===== src/rtl/seq_multiplier_param_if.sv =====
// ---------------------------------------------------------------------------
// seq_multiplier_param_if : request/response bundle for seq_multiplier_param
// Rev 1.0
// ---------------------------------------------------------------------------
`default_nettype none

interface seq_multiplier_param_if #(
  parameter int WIDTH = 5
);
  logic                 start;
  logic                 signed_op;
  logic [WIDTH-1:0]     X;
  logic [WIDTH-1:0]     Y;
  logic [2*WIDTH-1:0]   result;
  logic                 busy;
  logic                 Done;

  modport master (
    output start, signed_op, X, Y,
    input  result, busy, Done
  );

  modport slave (
    input  start, signed_op, X, Y,
    output result, busy, Done
  );
endinterface

`default_nettype wire


===== src/rtl/seq_multiplier_param.sv =====
// ---------------------------------------------------------------------------
// seq_multiplier_param : radix-2 Booth sequential multiplier, one step/cycle
// Rev 1.0
// ---------------------------------------------------------------------------
`default_nettype none

module seq_multiplier_param #(
  parameter int WIDTH = 5
) (
  input  logic                    clk,
  input  logic                    rst_n,
  seq_multiplier_param_if.slave   bus
);

  localparam int              c_CW   = $clog2(WIDTH + 2);
  localparam logic [c_CW-1:0] c_LAST = c_CW'(WIDTH);

  localparam logic [1:0] c_IDLE = 2'd0;
  localparam logic [1:0] c_CALC = 2'd1;
  localparam logic [1:0] c_DONE = 2'd2;

  logic [1:0]           r_state;
  logic [1:0]           w_state_nxt;
  logic [c_CW-1:0]      r_count;
  logic [WIDTH+1:0]     r_acc;
  logic [WIDTH+1:0]     r_mcand;
  logic [WIDTH:0]       r_mq;
  logic                 r_q1;
  logic [2*WIDTH-1:0]   r_result;

  logic                 w_busy;
  logic                 w_done;
  logic                 w_start_ok;
  logic                 w_last;
  logic [WIDTH:0]       w_x_ext;
  logic [WIDTH:0]       w_y_ext;
  logic [WIDTH+1:0]     w_sum;
  logic [WIDTH+1:0]     w_acc_nxt;
  logic [WIDTH:0]       w_mq_nxt;

  assign w_start_ok = bus.start && (r_state != c_CALC);
  assign w_last     = (r_state == c_CALC) && (r_count == c_LAST);

  assign w_x_ext = bus.signed_op ? {bus.X[WIDTH-1], bus.X} : {1'b0, bus.X};
  assign w_y_ext = bus.signed_op ? {bus.Y[WIDTH-1], bus.Y} : {1'b0, bus.Y};

  // State register
  always_ff @(posedge clk or negedge rst_n) begin
    if (!rst_n) begin
      r_state <= c_IDLE;
    end else begin
      r_state <= w_state_nxt;
    end
  end

  // Next-state logic
  always_comb begin
    w_state_nxt = r_state;
    case (r_state)
      c_IDLE:  if (bus.start) w_state_nxt = c_CALC;
      c_CALC:  if (r_count == c_LAST) w_state_nxt = c_DONE;
      c_DONE:  if (bus.start) w_state_nxt = c_CALC;
      default: w_state_nxt = c_IDLE;
    endcase
  end

  // Output decode
  always_comb begin
    w_busy = 1'b0;
    w_done = 1'b0;
    case (r_state)
      c_CALC:  w_busy = 1'b1;
      c_DONE:  w_done = 1'b1;
      default: ;
    endcase
  end

  // Booth step: the pair {q0, q-1} selects add, subtract or hold, then the
  // combined acc/mq register shifts right arithmetically by one.
  always_comb begin
    case ({r_mq[0], r_q1})
      2'b01:   w_sum = r_acc + r_mcand;
      2'b10:   w_sum = r_acc - r_mcand;
      default: w_sum = r_acc;
    endcase
  end

  assign w_acc_nxt = {w_sum[WIDTH+1], w_sum[WIDTH+1:1]};
  assign w_mq_nxt  = {w_sum[0], r_mq[WIDTH:1]};

  always_ff @(posedge clk or negedge rst_n) begin
    if (!rst_n) begin
      r_count  <= '0;
      r_acc    <= '0;
      r_mcand  <= '0;
      r_mq     <= '0;
      r_q1     <= 1'b0;
      r_result <= '0;
    end else if (w_start_ok) begin
      r_count  <= '0;
      r_acc    <= '0;
      r_mcand  <= {w_x_ext[WIDTH], w_x_ext};
      r_mq     <= w_y_ext;
      r_q1     <= 1'b0;
    end else if (r_state == c_CALC) begin
      r_count  <= r_count + c_CW'(1);
      r_acc    <= w_acc_nxt;
      r_mq     <= w_mq_nxt;
      r_q1     <= r_mq[0];
      // Low 2*WIDTH bits of the final {acc, mq} product
      if (w_last) begin
        r_result <= {w_acc_nxt[WIDTH-2:0], w_mq_nxt};
      end
    end
  end

  assign bus.busy   = w_busy;
  assign bus.Done   = w_done;
  assign bus.result = r_result;

endmodule

`default_nettype wire


===== src/flat_wrapper.sv =====
// flat-port wrapper written by rule: the top's interface ports become plain ports
module seq_multiplier_param_flat 
#(
  parameter int WIDTH = 5
)
  (clk, rst_n, bus_start, bus_signed_op, bus_X, bus_Y, bus_result, bus_busy, bus_Done);
  seq_multiplier_param_if #(.WIDTH(WIDTH)) bus_i ();
  input  logic clk;
  input  logic rst_n;
  input wire logic [$bits(bus_i.start)-1:0] bus_start;
  input wire logic [$bits(bus_i.signed_op)-1:0] bus_signed_op;
  input wire logic [$bits(bus_i.X)-1:0] bus_X;
  input wire logic [$bits(bus_i.Y)-1:0] bus_Y;
  output wire logic [$bits(bus_i.result)-1:0] bus_result;
  output wire logic [$bits(bus_i.busy)-1:0] bus_busy;
  output wire logic [$bits(bus_i.Done)-1:0] bus_Done;
  assign bus_i.start = bus_start;
  assign bus_i.signed_op = bus_signed_op;
  assign bus_i.X = bus_X;
  assign bus_i.Y = bus_Y;
  assign bus_result = bus_i.result;
  assign bus_busy = bus_i.busy;
  assign bus_Done = bus_i.Done;
  seq_multiplier_param #(.WIDTH(WIDTH)) u_core (.clk(clk), .rst_n(rst_n), .bus(bus_i));
endmodule

===== config.mk =====
export PLATFORM = sky130hd
export DESIGN_NAME = seq_multiplier_param_flat
export DESIGN_NICKNAME = d
export VERILOG_FILES = /design/src/rtl/seq_multiplier_param_if.sv /design/src/rtl/seq_multiplier_param.sv /design/src/flat_wrapper.sv
export SDC_FILE = /design/constraint.sdc
export NUM_CORES = 1
export LEC_CHECK = 0
export BUFFER_PORTS_ARGS = -buffer_cell sky130_fd_sc_hd__buf_2
export CAP_MARGIN = 30
export CORE_MARGIN = 1.5
export CORE_UTILIZATION = 25
export DETAILED_ROUTE_END_ITERATION = 10
export PLACE_DENSITY_LB_ADDON = 0.08
export SLEW_MARGIN = 20
export SYNTH_ARGS = -nofsm -noshare
export SYNTH_HDL_FRONTEND = slang
export SYNTH_SLANG_ARGS = --single-unit

===== constraint.sdc =====
create_clock -name clk -period 3.9 [get_ports clk]
set_input_delay 0.585 -clock clk [delete_from_list [all_inputs] [get_ports clk]]
set_output_delay 0.585 -clock clk [all_outputs]
set_load 0.01 [all_outputs]

==> results of run 1 <==
[worst max path at each step]
| stage | startpoint | to | slack [ps] | cells after the start |
|---|---|---|---|---|
| 2_1_floorplan | u_core.r_q1 | u_core.r_acc[2] | 1660 | 10 |
| 3_3_place_gp | u_core.r_q1 | u_core.r_acc[2] | 1530 | 10 |
| 3_5_place_dp | u_core.r_q1 | u_core.r_acc[4] | 1420 | 10 |
| 4_1_cts | u_core.r_q1 | u_core.r_acc[4] | 1410 | 10 |
| 5_1_grt | u_core.r_q1 | u_core.r_acc[4] | 1240 | 10 |
| 6_report | u_core.r_q1 | u_core.r_acc[4] | 1440 | 10 |
[registers in the layout (all words and copies together) (netlist names)]
| register | flops |
|---|---|
| u_core.bus.result | 10 |
| u_core.r_acc | 6 |
| u_core.r_count | 3 |
| u_core.r_mcand | 6 |
| u_core.r_mq | 6 |
| u_core.r_q1 | 1 |
| u_core.r_state | 2 |
[critical path, stage by stage, from the launching register on]
cell and delay [ps]:
sky130_fd_sc_hd__dfrtp_1 360, sky130_fd_sc_hd__inv_1 70, sky130_fd_sc_hd__ha_1 270, sky130_fd_sc_hd__mux2_2 390
sky130_fd_sc_hd__inv_1 60, sky130_fd_sc_hd__ha_1 210, sky130_fd_sc_hd__nor2b_1 140, sky130_fd_sc_hd__o31ai_1 320
sky130_fd_sc_hd__a21oi_1 130, sky130_fd_sc_hd__xnor2_1 140, sky130_fd_sc_hd__o311ai_1 260
[power groups by stage]
stage	Combinational (mW)	Clock, mW	Sequential [mW]
floorplan	0.906	0	0.648
global placement	1.16	0	0.654
detailed placement	1.19	0	0.661
CTS	1.20	0.255	0.655
global route	1.35	0.272	0.681
finish	1.17	0.243	0.654
[per-layer routing]
layer	share of wire [%]	wire (um)	vias to the layer above
met5	0	0	-
met3	3.8	151	7
met4	2.2	88	0
li1	-	-	681
met2	51	2050	30
met1	43	1730	669
[cells in the final DEF (no fill, tap or decap)]
cell,count
sky130_fd_sc_hd__dfrtp_1,34
sky130_fd_sc_hd__buf_2,25
sky130_fd_sc_hd__o21ai_0,22
sky130_fd_sc_hd__nand2_1,19
sky130_fd_sc_hd__mux2_2,12
sky130_fd_sc_hd__ha_1,10
sky130_fd_sc_hd__nor2_1,9
sky130_fd_sc_hd__nand3_1,9
sky130_fd_sc_hd__inv_1,8
sky130_fd_sc_hd__xnor2_1,8
sky130_fd_sc_hd__a21oi_1,6
sky130_fd_sc_hd__mux2i_1,5
sky130_fd_sc_hd__clkbuf_8,5
sky130_fd_sc_hd__nor2b_1,4
sky130_fd_sc_hd__o31ai_1,4
sky130_fd_sc_hd__a31oi_1,3
sky130_fd_sc_hd__nand2b_1,2
sky130_fd_sc_hd__nor3_1,2
sky130_fd_sc_hd__clkbuf_1,2
sky130_fd_sc_hd__inv_4,1
sky130_fd_sc_hd__nand3_4,1
sky130_fd_sc_hd__clkinv_1,1
sky130_fd_sc_hd__nor4b_2,1
sky130_fd_sc_hd__or2_2,1
sky130_fd_sc_hd__o21ai_1,1
sky130_fd_sc_hd__o2111ai_1,1
sky130_fd_sc_hd__nand4b_1,1
sky130_fd_sc_hd__o21a_1,1
sky130_fd_sc_hd__o311ai_1,1
sky130_fd_sc_hd__or3b_1,1
sky130_fd_sc_hd__and2_1,1
sky130_fd_sc_hd__o2bb2ai_1,1
sky130_fd_sc_hd__and3_1,1
sky130_fd_sc_hd__a211oi_1,1
sky130_fd_sc_hd__fa_1,1
[cell families after synthesis]
group	Yosys count	synth area share, %
xor gates and xnor gates	8	3.83
muxes	17	10.1
AOI/OAI and AO/OA	41	12.9
buffers and inverters	16	4.24
adders and majority gates	11	7.93
and+or+nand+nor	52	14.6
DFF	34	46.5
[metrics by stage]
step | area (um2) | power [mW] | util (%)
floorplan | 1830 | 1.55 | -
global placement | 2040 | 1.82 | 28.5
detailed placement | 2040 | 1.85 | 28.5
CTS | 2120 | 2.11 | 29.5
global route | 2120 | 2.30 | 29.5
finish | 2120 | 2.07 | 29.5
[final cells by class]
class,count,area share (%)
Clock buffer,7,3.60
Tap cell,99,5.85
Inverter,10,1.89
Sequential cell,34,40.2
Multi-Input combinational cell,129,42.6
Timing Repair Buffer,25,5.91
==> results_dict.tcl, run 1 <==
set metrics [dict create \
    result_of_the_run "finished clean" \
    floorplan.die.height_um 88.6 \
    sw_frac_of_total_pct 43.5 \
    global_route.usage.met3_pct 3.08 \
    met2_usage_pct 20.1 \
    portBuffers 25 \
    routed-via-count 1387 \
    global_route.usage.met1_pct 13.3 \
    netlist.area_leader.share_pct 46.5 \
    seq_area_frac_synth_pct 46.5 \
    report.final.hold_viol_count 0 \
    summed_instance_area_of_the_synthesized_netlist_mm2 0.00183 \
    tritoncts "done" \
    floorplan.die.width_um 88.6 \
    most_common_cell_in_the_synthesized_netlist "sky130_fd_sc_hd__dfrtp_1" \
    synth_edf_count 0 \
    relSlewSlack_pct 47.0 \
    synth_fp_nets 204 \
    synth-async-reset-ratio_pct 100 \
    route.detailed.wl_per_inst_um 13.2 \
    pin_count_of_the_biggest_net_entering_global_routing 35 \
    final-setup-viol-count 0 \
    holdCritPathClass "input port to asynchronous set/reset pin" \
    rsz0062_at_grt "false" \
    r2r-end "u_core.r_acc[4]" \
    numCtsBuffers 5 \
    critPathKind "flop to flop" \
    htree_num_levels 2 \
    timing_max_transition_violations_final 0 \
    grt_antenna_before_repair 0 \
    power.share.combinational_pct 56.7 \
    totalWireLength_um 4020 \
    place_worst_setup_slack_ps 1420 \
    stdcell_count 304 \
    peak_freq_ghz 0.406 \
    netlist_instances 179 \
    cts_num_sinks 34 \
    cts.clk_slew.worst_paths_ps 70 \
    io-pin-count 26 \
    initialDrtViolationCount 62 \
    placed_cells 297 \
    worst_setup_path_start_kind "flop" \
    regToRegSetupSlack_ps 1440 \
    postSynthRegisterBits 34 \
    wire_length_of_the_first_global_routing_pass_um 6870 \
    post_cts_buffers 0 \
    insertion_delay_ps 280 \
    ys_top_cells_by_area "sky130_fd_sc_hd__dfrtp_1 46%, sky130_fd_sc_hd__mux2_2 7.4%, sky130_fd_sc_hd__ha_1 6.8%, sky130_fd_sc_hd__o21ai_0 6.0%, sky130_fd_sc_hd__nand2_1 3.9%" \
    setup_slack_ps 1440 \
    placement_rows 31 \
    final-seq-area_um2 851 \
    hpwl_um 2970 \
    synth_area_leader_cell "sky130_fd_sc_hd__dfrtp_1" \
    worst-path-max-fanout 7 \
    detail_route.drc_violations 0 \
    n_antenna_cell 0 \
    max_cap_violations 0 \
    nNetsFinal 230 \
    power_report.internal_total_mw 1.17 \
    top_usage_layer "met2" \
    clkPwrFrac_pct 11.7 \
    first_global_vias 1408 \
    final_period_minus_worst_setup_slack_ps 2460 \
    finalClockSkew_ps 5.65 \
    reg2regPathDepth 10 \
    worstPathRequired_ps 4070 \
    ys.warnings.count 0 \
    peakVddDrop_mv 0.271 \
    core_area_mm2 0.00718 \
    avgSynthCellArea_um2 10.2 \
    gp_routability_congestion 0.777 \
    power_per_cell_area_mw_per_mm2 977 \
    p_leak_nw 0.956 \
    cts_root_buf "sky130_fd_sc_hd__clkbuf_8" \
    multi_input_area_um2 902 \
    die-area_mm2 0.00784 \
    synth.lib_cells_used.distinct 36 \
    gr-total-overflow 0 \
    globalRouteTotalUtil_pct 11.6 \
    crit_path_end_kind "flop" \
    finalSetupTns_ps 0 \
    router_iterations_before_antenna_repair 4 \
    worst-slew-pin-transition_ps 795 \
    ctsResizeCount 0 \
    avgViaCountPerCell 4.56 \
    seq_power_share_pct 31.6 \
    critical_path_arrival_ps 2630 \
    holdBufCountCts 0 \
    postRouteAntennaNets 0 \
    fin_hold_ws_ps 387 \
    areaGrowthSynthToFinish_pct 15.7 \
    start_util_pct 25.5 \
    ctsLongestPathBuffers 2 \
    most_used_standard_cells_in_the_synthesized_netlist "34 x sky130_fd_sc_hd__dfrtp_1, 22 x sky130_fd_sc_hd__o21ai_0, 19 x sky130_fd_sc_hd__nand2_1, 12 x sky130_fd_sc_hd__mux2_2, 10 x sky130_fd_sc_hd__ha_1" \
    filler_cell_count 755 \
    synth-main-ff-cell "sky130_fd_sc_hd__dfrtp_1" \
    power.net_switching_mw 0.900 \
    finalCritPeriodShare_pct 63.1 \
    worst_r2r_startpoint "u_core.r_q1" \
    post_route_cells_drive_above_1_share_pct 22.4 \
]
(Power assumes the default switching activity.)
==> run 2, diff against run 1 <==
ABC_AREA = 1   (was default)
clock period = 2.5 ns   (was 3.9 ns; I/O delays follow)
==> results_dict.tcl, run 2 <==
set metrics [dict create \
    result_of_the_run "finished clean" \
    detail_route.drc_violations 0 \
    insertion_delay_ps 290 \
    finalCritPeriodShare_pct 89.1 \
    worst-path-max-fanout 7 \
    critical_path_arrival_ps 2440 \
    router_iterations_before_antenna_repair 4 \
    cts.clk_slew.worst_paths_ps 80 \
    final-setup-viol-count 0 \
    numCtsBuffers 5 \
    avgViaCountPerCell 4.15 \
    critPathLaunch "u_core.r_q1" \
    finalSetupTns_ps 0 \
    cts_num_sinks 34 \
    avgSynthCellArea_um2 8.12 \
    post_cts_buffers 0 \
    hpwl_um 3350 \
    start_util_pct 26.0 \
    power_per_cell_area_mw_per_mm2 1570 \
    final_period_minus_worst_setup_slack_ps 2230 \
    ctsLongestPathBuffers 2 \
    gp_routability_congestion 0.747 \
    holdCritPathClass "input port to asynchronous set/reset pin" \
    filler_cell_count 828 \
    post_route_cells_drive_above_1_share_pct 16.7 \
    postSynthRegisterBits 34 \
    setup_slack_ps 273 \
    synth.lib_cells_used.distinct 28 \
    globalRouteTotalUtil_pct 12.2 \
    final-seq-area_um2 851 \
    summed_instance_area_of_the_synthesized_netlist_mm2 0.00189 \
    worst-slew-pin-transition_ps 790 \
    placement_rows 31 \
    synth-main-ff-cell "sky130_fd_sc_hd__dfrtp_1" \
    first_global_vias 1526 \
    seq_area_frac_synth_pct 44.9 \
    synth-async-reset-ratio_pct 100 \
    most-common-layout-cells "83 x sky130_fd_sc_hd__nand2_1, 34 x sky130_fd_sc_hd__dfrtp_1, 28 x sky130_fd_sc_hd__inv_1, 25 x sky130_fd_sc_hd__buf_2, 16 x sky130_fd_sc_hd__nand3_1" \
    critPathKind "flop to flop" \
    die-area_mm2 0.00810 \
    n_antenna_cell 0 \
    wire_length_of_the_first_global_routing_pass_um 7750 \
    report.final.hold_viol_count 0 \
    peakVddDrop_mv 0.508 \
    totalWireLength_um 4490 \
    finalClockSkew_ps 3.72 \
    netlist.area_leader.share_pct 44.9 \
    route.detailed.wl_per_inst_um 12.4 \
    netlist_instances 233 \
    multi_input_area_um2 896 \
    routed-via-count 1501 \
    synth_area_leader_cell "sky130_fd_sc_hd__dfrtp_1" \
    floorplan.die.height_um 90.0 \
    worstPathRequired_ps 2710 \
    final_common_cell "sky130_fd_sc_hd__nand2_1" \
    regToRegSetupSlack_ps 270 \
    grt_antenna_before_repair 0 \
    peak_freq_ghz 0.449 \
    place_worst_setup_slack_ps 247 \
    max_cap_violations 0 \
    relSlewSlack_pct 47.3 \
    synth_edf_count 0 \
    postRouteAntennaNets 0 \
    ys_top_cells_by_area "sky130_fd_sc_hd__dfrtp_1 45%, sky130_fd_sc_hd__nand2_1 16%, sky130_fd_sc_hd__ha_1 6.6%, sky130_fd_sc_hd__inv_1 5.6%, sky130_fd_sc_hd__nand3_1 4.2%" \
    most_used_standard_cells_in_the_synthesized_netlist "83 x sky130_fd_sc_hd__nand2_1, 34 x sky130_fd_sc_hd__dfrtp_1, 28 x sky130_fd_sc_hd__inv_1, 16 x sky130_fd_sc_hd__nand3_1" \
    core_area_mm2 0.00729 \
    gr-total-overflow 0 \
    areaGrowthSynthToFinish_pct 17.1 \
    ctsResizeCount 0 \
    p_leak_nw 1.16 \
    r2r-end "u_core.r_acc[3]" \
    worst_r2r_startpoint "u_core.r_q1" \
    floorplan.die.width_um 90.0 \
    pin_count_of_the_biggest_net_entering_global_routing 35 \
    holdBufCountCts 0 \
    reg2regPathDepth 14 \
    htree_num_levels 2 \
    nNetsFinal 287 \
    ys.warnings.count 0 \
    portBuffers 25 \
    tritoncts "done" \
    synth_fp_nets 258 \
    timing_max_transition_violations_final 0 \
    most_common_cell_in_the_synthesized_netlist "sky130_fd_sc_hd__nand2_1" \
    io-pin-count 26 \
    largest_reg_flops 10 \
    initialDrtViolationCount 48 \
    cts_root_buf "sky130_fd_sc_hd__clkbuf_8" \
    rsz0062_at_grt "false" \
    crit_path_end_kind "flop" \
    critical_path_endpoint "u_core.r_acc[3]" \
    worst_setup_path_start_kind "flop" \
]
run 2: layout make-up:
| class | count | area share, % |
|---|---|---|
| multi-input cells | 164 | 40.4 |
| inverters | 32 | 5.65 |
| clock buffers | 6 | 3.73 |
| clock inverters | 2 | 0.565 |
| repair buffers | 25 | 5.65 |
| flip-flops and latches | 34 | 38.4 |
| well taps | 99 | 5.59 |
run 2: cell families after synthesis:
family / count (synthesis) / synth area share, %
DFF: 34 / 44.9
AOI/OAI and AO/OA: 35 / 11.2
adders and majority gates: 11 / 7.67
buffers and inverters: 35 / 7.73
and+or+nand+nor: 113 / 26.2
xor gates and xnor gates: 5 / 2.31
run 2: metal layers:
layer  wire length [um]  GRT usage (%)
met1               2420           17.4
met2               1880           17.9
met3                150           3.30
met4                 52           3.97
met5                  0              0
run 2: worst min path at each step:
stage,start,to,slack [ps]
5_1_grt,rst_n,u_core.bus.result[4],240
3_3_place_gp,u_core.bus.result[1],u_core.bus.result[1],450
3_5_place_dp,u_core.bus.result[1],u_core.bus.result[1],460
2_1_floorplan,rst_n,u_core.bus.result[0],80
6_report,rst_n,u_core.bus.result[3],160
4_1_cts,rst_n,u_core.bus.result[4],210
run 2: per-stage QoR:
stage | power [mW] | cell area (um2) | hold WS (ps) | util (%) | instances
after floorplan | 2.55 | 1890 | 79.4 | - | 233
final | 3.47 | 2220 | 159 | 30.4 | 362
after detailed placement | 3.07 | 2120 | 457 | 29.1 | 354
after CTS | 3.53 | 2220 | 209 | 30.4 | 362
after global routing | 3.89 | 2220 | 237 | 30.4 | 362
after global placement | 3.09 | 2120 | 451 | 29.1 | 354
run 2: power breakdown:
part | internal (mW) | switching (mW) | total [mW]
clock | 0.222 | 0.226 | 0.447
combinational | 0.764 | 1.30 | 2.07
sequential | 0.798 | 0.161 | 0.959
total | 1.78 | 1.69 | 3.47
run 2: worst max-delay path, cell delays in order, from the launching register on:
cell and delay (ps):
sky130_fd_sc_hd__dfrtp_1 360, sky130_fd_sc_hd__inv_1 60, sky130_fd_sc_hd__ha_1 280, sky130_fd_sc_hd__inv_1 80
sky130_fd_sc_hd__nand2_1 80, sky130_fd_sc_hd__xnor2_1 110, sky130_fd_sc_hd__inv_1 70, sky130_fd_sc_hd__ha_1 360
sky130_fd_sc_hd__nand2_1 120, sky130_fd_sc_hd__nand3_1 100, sky130_fd_sc_hd__nand2_1 70, sky130_fd_sc_hd__nand2_1 40
sky130_fd_sc_hd__o21ai_0 230, sky130_fd_sc_hd__nand2_1 70, sky130_fd_sc_hd__o21ai_0 80
==> run 3, diff against run 2 <==
MAX_ROUTING_LAYER = met4   (was default)
clock period = 2.4 ns   (was 2.5 ns; I/O delays follow)
==> results_dict.tcl, run 3 (synthesized netlist as in run 2, its figures left out) <==
set metrics [dict create \
    areaGrowthSynthToFinish_pct 17.2 \
    most-common-layout-cells "83 x sky130_fd_sc_hd__nand2_1, 34 x sky130_fd_sc_hd__dfrtp_1, 28 x sky130_fd_sc_hd__inv_1, 25 x sky130_fd_sc_hd__buf_2, 16 x sky130_fd_sc_hd__nand3_1" \
    start_util_pct 26.0 \
    holdCritPathClass "input port to asynchronous set/reset pin" \
    route.detailed.wl_per_inst_um 12.3 \
    power_per_cell_area_mw_per_mm2 1620 \
    portBuffers 25 \
    crit_path_top_delay_cell "sky130_fd_sc_hd__ha_1" \
    largest_reg_flops 10 \
    gp_routability_congestion 0.756 \
    top_usage_layer "met2" \
    cts_root_buf "sky130_fd_sc_hd__clkbuf_8" \
    cts.clk_slew.worst_paths_ps 80 \
    worst_r2r_startpoint "u_core.r_q1" \
    core_area_mm2 0.00729 \
    worst-path-max-fanout 7 \
    avgViaCountPerCell 4.15 \
    totalWireLength_um 4440 \
    finalClockSkew_ps 7.08 \
    finalCritPeriodShare_pct 89.8 \
    result_of_the_run "finished clean" \
    placement_rows 31 \
    filler_cell_count 847 \
    peakVddDrop_mv 0.516 \
    routed-via-count 1501 \
    worstPathRequired_ps 2610 \
    crit_path_end_kind "flop" \
    global_route.usage.met1_pct 16.4 \
    numCtsBuffers 5 \
    floorplan.die.width_um 90.0 \
    wire_length_of_the_first_global_routing_pass_um 7480 \
    worstPathCellList "inv_1 -> ha_2 -> inv_1 -> nand2_1 -> xnor2_1 -> inv_1 -> ha_1 -> nand2_1 -> nand3_1 -> nand2_1 -> nand2_1 -> o21ai_0 -> nand2_1 -> o21ai_0" \
    gr-total-overflow 0 \
    initialDrtViolationCount 32 \
    pin_count_of_the_biggest_net_entering_global_routing 35 \
    globalRouteTotalUtil_pct 12.1 \
    critPathLaunch "u_core.r_q1" \
    p_leak_nw 1.16 \
    relSlewSlack_pct 45.6 \
    final_common_cell "sky130_fd_sc_hd__nand2_1" \
    worst_setup_path_start_kind "flop" \
    holdBufCountCts 0 \
    timing_max_transition_violations_final 0 \
    post_route_cells_drive_above_1_share_pct 17.1 \
    postRouteAntennaNets 0 \
    critPathKind "flop to flop" \
    grt_antenna_before_repair 0 \
    n_antenna_cell 0 \
    crit_path_max_incr_delay_ps 370 \
    rsz0062_at_grt "false" \
    global_route.usage.met3_pct 3.30 \
    detail_route.drc_violations 0 \
    io-pin-count 26 \
    ctsLongestPathBuffers 2 \
    peak_freq_ghz 0.464 \
    final_period_minus_worst_setup_slack_ps 2150 \
    met2_usage_pct 17.4 \
    cts_num_sinks 34 \
    nNetsFinal 287 \
    finalSetupTns_ps 0 \
    critical_path_arrival_ps 2360 \
    die-area_mm2 0.00810 \
    hpwl_um 3340 \
    tritoncts "done" \
    htree_num_levels 2 \
    worst-slew-pin-transition_ps 816 \
    report.final.hold_viol_count 0 \
    max_cap_violations 0 \
    first_global_vias 1479 \
    insertion_delay_ps 290 \
    floorplan.die.height_um 90.0 \
    final-setup-viol-count 0 \
    post_cts_buffers 0 \
    router_iterations_before_antenna_repair 4 \
    crit_path_frequent_cell "sky130_fd_sc_hd__nand2_1" \
    post-layout-total-power_mw 3.60 \
]
[run 3: cell counts in the layout (fill, tap and decap cells not counted)]
No cell type changed its count.
[run 3: final timing paths]
path                                   endpoint  slack [ps]  cells past startpoint
max in group asynchronous  u_core.bus.result[3]        1720                      1
max reg2reg                     u_core.r_acc[3]         250                     14
min reg2reg                u_core.bus.result[6]         470                      2
min in group clk              u_core.r_mcand[3]         270                      3
min                        u_core.bus.result[4]         160                      1
max                             u_core.r_acc[3]         250                     14
[run 3: through the flow]
stage | util [%] | instances | hold slack [ps] | instance area [um2] | setup slack (ps)
after global placement | 29.1 | 354 | 451 | 2120 | 133
after CTS | 30.4 | 362 | 187 | 2220 | 158
after global routing | 30.4 | 362 | 216 | 2220 | 41.9
after detailed placement | 29.1 | 354 | 457 | 2120 | 168
final | 30.4 | 362 | 156 | 2220 | 245
after floorplan | - | 233 | 64.4 | 1890 | 474
[run 3: worst max-delay path, delay by kind of cell, from the launching register on]
kind                     cells  cell delay, ps
adder cells (fa/ha/maj)      2             610
AND/OR/NAND/NOR              6             490
flip-flops                   1             360
AO/OA/AOI/OAI                2             300
buffers and inverters        3             210
XOR/XNOR                     1             110
[run 3: routing by layer]
metal / vias to the layer above / share of wire [%]
li1: 804 / -
met1: 661 / 51
met2: 32 / 44
met3: 4 / 4.0
met4: 0 / 1.1
met5: - / 0
[run 3: cell type report]
type | instances | area, um2 | area share [%]
Multi-Input combinational cell | 164 | 898 | 40.5
Sequential cell | 34 | 851 | 38.4
Timing Repair Buffer | 25 | 125 | 5.64
Inverter | 32 | 125 | 5.64
Tap cell | 99 | 124 | 5.58
Clock buffer | 6 | 82.6 | 3.72
Clock inverter | 2 | 12.5 | 0.564
[run 3: repair_timing]
item | CTS | global route
hold endpoints to repair | 0 | 0
endpoints found under the setup margin | 0 | 2
gates resized for setup | 0 | 2
[run 3: power breakdown]
part	total (mW)	switching, mW	leakage, nW	internal, mW
Combinational	2.14	1.34	0.678	0.803
Clock	0.462	0.231	0.0472	0.231
Sequential	0.998	0.166	0.432	0.831
Total	3.60	1.74	1.16	1.87
